**config.mk**
```make
export PLATFORM = sky130hd
export DESIGN_NAME = char_write_arbiter
export DESIGN_NICKNAME = d
export VERILOG_FILES = /design/src/rtl/vt52_pkg.sv /design/src/rtl/wrap_counter.sv /design/src/rtl/char_write_arbiter.sv
export SDC_FILE = /design/constraint.sdc
export NUM_CORES = 1
export LEC_CHECK = 0
export CAP_MARGIN = 30
export CORE_MARGIN = 2
export CORE_UTILIZATION = 47
export CTS_CLUSTER_SIZE = 30
export DETAILED_ROUTE_END_ITERATION = 8
export PLACE_DENSITY = 0.77
export SETUP_SLACK_MARGIN = 0.3
export SYNTH_ARGS = -nofsm -noshare
export SYNTH_HDL_FRONTEND = slang
export SYNTH_SLANG_ARGS = --single-unit
export TNS_END_PERCENT = 5
```
**constraint.sdc**
```tcl
create_clock -name clk -period 1.9 [get_ports clk]
set_input_delay 0.475 -clock clk [delete_from_list [all_inputs] [get_ports clk]]
set_output_delay 0.475 -clock clk [all_outputs]
set_load 0.1 [all_outputs]
```
**src/rtl/vt52_pkg.sv**
```systemverilog
// Shared VT52 text-buffer geometry, arbiter state encoding and circular-address helpers.
package vt52_pkg;

  localparam int ROWS      = 24;
  localparam int COLS      = 80;
  localparam int ADDR_BITS = 11;
  localparam int BUF_SIZE  = ROWS * COLS;

  localparam logic [ADDR_BITS-1:0] BUF_SIZE_A = ADDR_BITS'(BUF_SIZE);
  localparam logic [ADDR_BITS-1:0] BUF_LAST   = ADDR_BITS'(BUF_SIZE - 1);

  typedef enum logic [1:0] {
    IDLE = 2'd0,
    FILL = 2'd1,
    DONE = 2'd2
  } arb_state_e;

  // A single subtraction is enough: the largest address (2047) is below 2*BUF_SIZE.
  function automatic logic [ADDR_BITS-1:0] buf_reduce(input logic [ADDR_BITS-1:0] a);
    return (a >= BUF_SIZE_A) ? a - BUF_SIZE_A : a;
  endfunction

  function automatic logic [ADDR_BITS-1:0] buf_clamp(input logic [ADDR_BITS-1:0] n);
    return (n > BUF_SIZE_A) ? BUF_SIZE_A : n;
  endfunction

  function automatic logic [ADDR_BITS-1:0] buf_wrap_inc(input logic [ADDR_BITS-1:0] a);
    return (a == BUF_LAST) ? '0 : a + 1'b1;
  endfunction

endpackage

```
**src/rtl/wrap_counter.sv**
```systemverilog
// Loadable circular address counter (wraps at BUF_SIZE-1) paired with a remaining-cells
// down counter; empty flags that every cell of the range has been issued.
module wrap_counter
  import vt52_pkg::*;
(
  input  logic                 clk,
  input  logic                 reset,
  input  logic                 load,
  input  logic                 step,
  input  logic [ADDR_BITS-1:0] load_cur,
  input  logic [ADDR_BITS-1:0] load_rem,
  output logic [ADDR_BITS-1:0] cur,
  output logic                 empty
);

  logic [ADDR_BITS-1:0] remaining;

  always_ff @(posedge clk or negedge reset) begin
    if (!reset) begin
      cur       <= '0;
      remaining <= '0;
    end else if (load) begin
      cur       <= load_cur;
      remaining <= load_rem;
    end else if (step && (remaining != '0)) begin
      cur       <= buf_wrap_inc(cur);
      remaining <= remaining - 1'b1;
    end
  end

  assign empty = (remaining == '0);

endmodule

```
**src/rtl/char_write_arbiter.sv**
```systemverilog
// Owns the char_buffer write port: arbitrates single command_handler writes against the
// circular fill engine used for erase operations. All buf_* outputs are registered.
//
// state | meaning
// IDLE  | accepts cmd writes and fill requests; a lone fill issues its first cell at once
// FILL  | one cell per clock from the counter; one trailing cycle once the range is empty
// DONE  | fill_done pulse, no writes, back to IDLE
module char_write_arbiter
  import vt52_pkg::*;
(
  input  logic                 clk,
  input  logic                 reset,
  input  logic [7:0]           cmd_char,
  input  logic [ADDR_BITS-1:0] cmd_addr,
  input  logic                 cmd_valid,
  output logic                 cmd_ready,
  input  logic [7:0]           fill_char,
  input  logic [ADDR_BITS-1:0] fill_addr,
  input  logic [ADDR_BITS-1:0] fill_len,
  input  logic                 fill_start,
  output logic                 fill_ready,
  output logic                 fill_done,
  output logic [7:0]           buf_char,
  output logic [ADDR_BITS-1:0] buf_addr,
  output logic                 buf_wen
);

  arb_state_e           state, state_nxt;
  logic                 cmd_acc, fill_acc;
  logic [ADDR_BITS-1:0] fill_base, fill_cnt;
  logic                 issue_wen;
  logic [ADDR_BITS-1:0] issue_addr;
  logic [7:0]           issue_char;
  logic                 cnt_load, cnt_step, cnt_empty;
  logic [ADDR_BITS-1:0] load_cur, load_rem, cur;
  logic                 fill_char_load;
  logic [7:0]           fill_char_q;

  assign cmd_ready  = (state == IDLE);
  assign fill_ready = (state == IDLE);
  assign fill_done  = (state == DONE);

  assign cmd_acc   = cmd_valid && cmd_ready;
  assign fill_acc  = fill_start && fill_ready;
  assign fill_base = buf_reduce(fill_addr);
  assign fill_cnt  = buf_clamp(fill_len);

  wrap_counter u_wrap_counter (
    .clk      (clk),
    .reset    (reset),
    .load     (cnt_load),
    .step     (cnt_step),
    .load_cur (load_cur),
    .load_rem (load_rem),
    .cur      (cur),
    .empty    (cnt_empty)
  );

  always_ff @(posedge clk or negedge reset) begin
    if (!reset) state <= IDLE;
    else        state <= state_nxt;
  end

  always_comb begin
    state_nxt      = state;
    issue_wen      = 1'b0;
    issue_addr     = '0;
    issue_char     = '0;
    cnt_load       = 1'b0;
    cnt_step       = 1'b0;
    load_cur       = fill_base;
    load_rem       = fill_cnt;
    fill_char_load = 1'b0;
    case (state)
      IDLE: begin
        if (cmd_acc) begin
          issue_wen  = 1'b1;
          issue_addr = buf_reduce(cmd_addr);
          issue_char = cmd_char;
        end
        if (fill_acc) begin
          fill_char_load = 1'b1;
          cnt_load       = 1'b1;
          state_nxt      = FILL;
          // Without a competing cmd the first cell goes out now so a fill of L cells
          // occupies exactly the L cycles after acceptance.
          if (!cmd_acc) begin
            if (fill_cnt == '0) begin
              state_nxt = DONE;
            end else begin
              issue_wen  = 1'b1;
              issue_addr = fill_base;
              issue_char = fill_char;
              load_cur   = buf_wrap_inc(fill_base);
              load_rem   = fill_cnt - 1'b1;
            end
          end
        end
      end
      FILL: begin
        if (cnt_empty) begin
          state_nxt = DONE;
        end else begin
          issue_wen  = 1'b1;
          issue_addr = cur;
          issue_char = fill_char_q;
          cnt_step   = 1'b1;
        end
      end
      DONE:    state_nxt = IDLE;
      default: state_nxt = IDLE;
    endcase
  end

  always_ff @(posedge clk or negedge reset) begin
    if (!reset) begin
      buf_wen     <= 1'b0;
      buf_addr    <= '0;
      buf_char    <= '0;
      fill_char_q <= '0;
    end else begin
      buf_wen <= issue_wen;
      if (issue_wen) begin
        buf_addr <= issue_addr;
        buf_char <= issue_char;
      end
      if (fill_char_load) fill_char_q <= fill_char;
    end
  end

endmodule

```
# Yosys cells after proc, flatten, opt, wreduce, memory -nomap -nowiden
# Cells that the tools add are included.
[word_totals] ram_bits=0 reg_bits=52 word_cells=74 latchBits=0 romBits=0 mem_count=0
[op_classes] n_mul=0 magnitude_cmp=3 div_mod_pow=0 shift=0 n_eq_ne=6 n_reduce_logical=9 addsub=6 n_bitwise=0 muxes=43
[op_table] operator="2-to-1 mux 11 bit" n=22
[op_table] operator="2-to-1 mux 8 bit" n=5
[op_table] operator="adder 11 x 1 -> 11 bit (second input constant)" n=2
[op_table] operator="== test 11 bit (second input constant)" n=2
[op_table] operator="greater-or-equal comparator 11 bit (second input constant)" n=2
[op_table] operator="zero test 11 bit" n=2
[op_table] operator="case mux 11 bit (2 select lines)" n=1
[op_table] operator="subtractor 11 x 1 -> 11 bit (second input constant)" n=2
[op_table] operator="subtractor 11 bit (second input constant)" n=2
[op_table] operator="case mux 8 bit (2 select lines)" n=1
[op_table] operator="> comparator 11 bit (second input constant)" n=1
[op_table] operator="nonzero test 11 bit" n=1
[op_table] operator="2-to-1 mux 1 bit" n=8
[op_table] operator="2-to-1 mux 2 bit" n=4
[op_table] operator="case mux 2 bit (2 select lines)" n=1
[op_table] operator="logical AND 1 bit" n=3
[op_table] operator="== test 2 x 1 -> 1 bit (second input constant)" n=1
[op_table] operator="== test 2 bit (second input constant)" n=1
[op_table] operator="zero test 2 bit" n=1
[op_table] operator="inequality test 2 x 1 -> 1 bit (second input constant)" n=1
[op_table] operator="inequality test 2 bit (second input constant)" n=1
[op_table] operator="case mux 1 bit (2 select lines)" n=1
[op_table] operator="AND reduction 2 bit" n=1
[op_table] operator="nonzero test 2 bit" n=1

# Logic depth before layout (Yosys ltp)
[depth] ltp_word=9 depth_mapped=10

# Modules after synthesis
# A second synthesis with hierarchy kept.
[hier_totals] cells_unflattened=412 area_unflattened_um2=3594.7
[by_module_without_submodules] mod="char_write_arbiter" seq_area_each_um2=750.7 area_each_um2=2223.4 instances=1 cells_each=258
[by_module_without_submodules] mod="wrap_counter" seq_area_each_um2=550.5 area_each_um2=1371.3 instances=1 cells_each=154

# Worst setup path after synthesis
# No wires, ideal clock.
[synth_path] path_type="register -> register" startpoint="reg state[1]" endpoint="reg u_wrap_counter.cur[9]" setup_slack_ps=-1028 arrival_time_ps=2795 path_stages_with_launch=7 period_less_slack_ps=2928 setup_ps=133 cell_sequence="dfrtp_1 buf_2 nor2_1 nand2_1 and4b_1 a211oi_1 nand3_1"
[synth_via] elab_chain_len=6 elab_cells_between_ends=13 cone_classes="eq/ne (1); mux (7); reduce/logical (5)"
[synth_lines] element="from (decl)" line="char_write_arbiter.sv:28" source="arb_state_e state, state_nxt;"
[synth_lines] element="from (signal assigned)" line="char_write_arbiter.sv:61" source="else state <= state_nxt;"
[synth_lines] element="zero test 2 bit (*)" line="char_write_arbiter.sv:39" source="assign cmd_ready = (state == IDLE);"
[synth_lines] element="named net cmd_ready" line="char_write_arbiter.sv:16" source="output logic cmd_ready,"
[synth_lines] element="logical AND 1 bit" line="char_write_arbiter.sv:43" source="assign cmd_acc = cmd_valid && cmd_ready;"
[synth_lines] element="2-to-1 mux 11 bit" line="char_write_arbiter.sv:87" source="if (!cmd_acc) begin"
[synth_lines] element="2-to-1 mux 11 bit" line="char_write_arbiter.sv:81" source="if (fill_acc) begin"
[synth_lines] element="2-to-1 mux 11 bit" line="char_write_arbiter.sv:74" source="case (state)"
[synth_lines] element="2-to-1 mux 11 bit" line="wrap_counter.sv:22" source="end else if (load) begin"
[synth_lines] element="to (signal assigned)" line="wrap_counter.sv:23" source="cur <= load_cur;"
[synth_lines] element="to (signal assigned)" line="wrap_counter.sv:26" source="cur <= buf_wrap_inc(cur);"
[synth_lines] element="to (decl)" line="wrap_counter.sv:12" source="output logic [ADDR_BITS-1:0] cur,"
# The timed path passes the listed nets; every way through them passes the cells marked *.
# A chain may end at the register's enable or synchronous reset.

# Final worst setup path
[layout_path] startpoint="in fill_addr[9]" endpoint="reg u_wrap_counter.cur[8]"
[layout_via] elab_chain_len=9 elab_cells_between_ends=11 cone_classes="add/sub (2); order compare (1); eq/ne (1); mux (7)"
[layout_lines] element="from (decl)" line="char_write_arbiter.sv:18" source="input logic [ADDR_BITS-1:0] fill_addr,"
[layout_lines] element="greater-or-equal comparator 11 bit or subtractor 11 bit (tied branches)" line="vt52_pkg.sv:20" source="return (a >= BUF_SIZE_A) ? a - BUF_SIZE_A : a;"
[layout_lines] element="2-to-1 mux 11 bit (*)" line="vt52_pkg.sv:20"
[layout_lines] element="adder 11 x 1 -> 11 bit or == test 11 bit (tied branches)" line="vt52_pkg.sv:28" source="return (a == BUF_LAST) ? '0 : a + 1'b1;"
[layout_lines] element="2-to-1 mux 11 bit" line="vt52_pkg.sv:28"
[layout_lines] element="2-to-1 mux 11 bit" line="char_write_arbiter.sv:88" source="if (fill_cnt == '0) begin"
[layout_lines] element="2-to-1 mux 11 bit" line="char_write_arbiter.sv:87"
[layout_lines] element="2-to-1 mux 11 bit" line="char_write_arbiter.sv:81"
[layout_lines] element="2-to-1 mux 11 bit (*)" line="char_write_arbiter.sv:74"
[layout_lines] element="2-to-1 mux 11 bit (*)" line="wrap_counter.sv:22"
# Every way passes the cells marked *; elsewhere a longest branch is shown, timed or not.

==> qor.yml <==
outcome:
  status: "finished with violations"
  failed_checks: "negative setup slack"
floorplanning:
  start_util_pct: 48.0
  die_area_mm2: 0.00858
  ios: 76
  die_h_um: 92.6
  die_w_um: 92.6
  num_rows: 32
  core_region_area_mm2: 0.00769
synthesis:
  syn_area_per_cell_um2: 8.49
  synth_ff_type: "dfrtp_1"
  synth_fp_nets: 496
  yosysWarnings: 0
  ys_seq_elements: 52
  synth-seq-area-share_pct: 35.3
  syn_area_mm2: 0.00369
  synth.distinct_cells: 67
  synth_edf_count: 0
  ys_async_sr_fraction_pct: 100
  syn_inst: 435
placement:
  dpl.hpwl_um: 9800
  dp_worst_setup_slack_ns: -0.774
  port_buffers: 75
  place_congestion: 0.944
critical_path:
  worstPathArrival_ns: 2.39
  crit_type: "in2reg"
  cp-end-kind: "flip-flop"
  cp.required_ns: 2.10
  worst_setup_path_start_kind: "input pin"
  critPathLaunch: "fill_addr[9]"
  timing.rr.start: "state[0]"
  worstPathMaxFanout: 5
  r2r_slack_ns: -0.26
global_route:
  grt_overflow_total: 0
  grt_pass1_vias: 4506
  antenna_found_initial: 0
  grt_max_degree: 53
  grt_pass1_wl_um: 22800
  grt_use_total_pct: 33.4
timing:
  hold_viol_final: 0
  tightestPinTransition_ns: 0.463
  fin_hold_ws_ns: 0.144
  slew_violations: 0
  post-route-min-period_ns: 2.19
  tns_ns: -5.10
  setup_ws_ns: -0.293
  maxSlewHeadroom_pct: 69.1
  clock_skew_ns: 0.0170
  rsz0062_at_grt: "true"
  period_share_pct: 115
  setup_viol: 38
  fmax_mhz: 456
clock_network:
  cts-buffers-inserted: 5
  cts_tree: "done"
  postCtsHoldBufs: 0
  htreeDepth: 2
  cts_max_path_buffers: 2
  clk_latency_ns: 0.32
  clkTransAtPathRegs_ns: 0.11
  cts_root_buf: "clkbuf_8"
  cts.sinks: 52
routing:
  routed-via-count: 5004
  drtPass1Iterations: 7
  routed_wl_um: 17200
  drtIter0Drc: 937
  drt.antenna.violating_nets: 0
  wl_per_cell_um: 23.7
  routed_via_density: 6.88
  drc: 0
final_layout:
  fill_cells: 414
  area_growth_pct: 72.4
  drive_gt1_share_pct: 39.5
  antenna_cells: 0
  nNetsFinal: 686
flow_run:
  max-cap-violations: 0
power_and_ir_drop:
  p_total_w: 0.00920
  p_leak_nw: 2.78
  power_density_mw_per_mm2: 1450
  vdd_ir_drop_max_mv: 1.41
hold_path:
  hold_class: "in2async"
critical path, stage by stage:
cell             delay (ns)
clkdlybuf4s50_1        0.65
nand3_1                0.24
mux2i_1                0.41
a21o_1                 0.29
xnor2_2                0.17
o221ai_1               0.15
synthesized netlist by cell type, types with 8 or more instances:
cell	n	area share [%]
nor3_1	14	1.9
nand2_1	53	5.4
o21ai_0	16	2.2
nand3_1	22	3.0
ha_1	8	2.7
clkbuf_1	15	1.5
xor2_1	13	3.1
dfrtp_1	52	35
nor2_1	42	4.3
nand4_1	12	2.0
a222oi_1	14	3.8
inv_1	13	1.3
a21oi_1	24	3.3
final cells by class:
class,instances,area (um^2),area share (%)
clock buffers,6,72.6,1.14
clock inverters,1,5.00,0.0786
inverters,13,48.8,0.767
multi-input cells,345,2680,42.1
flip-flops and latches,52,1300,20.4
well taps,102,128,2.01
repair buffers,208,2130,33.5
final timing paths:
path,to,cells after the start
setup / recovery,u_wrap_counter.cur[8],6
hold / removal,buf_char[5],2
setup reg to reg,u_wrap_counter.cur[8],6
hold reg to reg,fill_char_q[7],2
max in group asynchronous,buf_addr[10],2
min in group clk,fill_char_q[7],2
layout by cell type (no fill, tap or decap), types with 4 or more instances in the layout:
cell and n:
a21oi_1 22, a222oi_1 14, a22oi_1 4, a31oi_1 5, and3_1 5, buf_12 28
buf_2 4, buf_4 110, buf_6 20, clkbuf_8 5, clkdlybuf4s50_1 28, dfrtp_1 52
dlygate4sd2_1 6, dlymetal6s2s_1 8, ha_1 4, inv_1 11, mux2i_1 5, nand2_1 51
nand2b_1 4, nand3_1 20, nand4_1 12, nand4b_1 4, nor2_1 38, nor3_1 12
nor4_2 5, o211ai_1 6, o21ai_0 13, o21ai_1 5, o221ai_1 4, xnor2_1 5
xor2_1 10
kinds of logic after synthesis:
family / after synthesis / share of synthesized area, %
DFF: 52 / 35.3
muxes: 7 / 1.90
adders and majority gates: 8 / 2.71
AOI/OAI and AO/OA: 115 / 23.4
buffers and inverters: 38 / 4.68
and+or+nand+nor: 195 / 27.3
xor gates and xnor gates: 20 / 4.75
power breakdown:
| group | switching, W | total, W | leakage, nW | internal (W) |
|---|---|---|---|---|
| Clock | 0.000386 | 0.000638 | 0.0410 | 0.000253 |
| Sequential | 0.000607 | 0.00228 | 0.623 | 0.00167 |
| Combinational | 0.00377 | 0.00629 | 2.12 | 0.00252 |
| Total | 0.00476 | 0.00920 | 2.78 | 0.00444 |
flip-flops by register name (all words and copies together), names as in the netlist:
signal	count
buf_wen	1
state	2
buf_char	8
fill_char_q	8
u_wrap_counter.cur	11
buf_addr	11
u_wrap_counter.remaining	11
through the flow:
| stage | std cells | util (%) | cell area, um^2 |
|---|---|---|---|
| after floorplan | 435 | - | 3770 |
| after global placement | 697 | 72.8 | 5600 |
| after detailed placement | 697 | 72.8 | 5600 |
| after CTS | 711 | 77.3 | 5940 |
| after global routing | 727 | 82.8 | 6360 |
| final | 727 | 82.8 | 6360 |
metal layers:
layer  wire [um]  part of all wire (%)  GRT usage (%)
met1        6190                    36           43.2
met2        8000                    46           54.8
met3        2190                    13           8.06
met4         866                   5.0           11.6
met5           0                     0              0
timing repair:
item,in CTS,in global routing
cloned,2,0
setup buffers,5,16
hold endpoints to repair,0,0
gates resized for setup,82,62
setup endpoints to repair,55,55
pin swaps,29,39
Power figures use the tool's default switching activity.
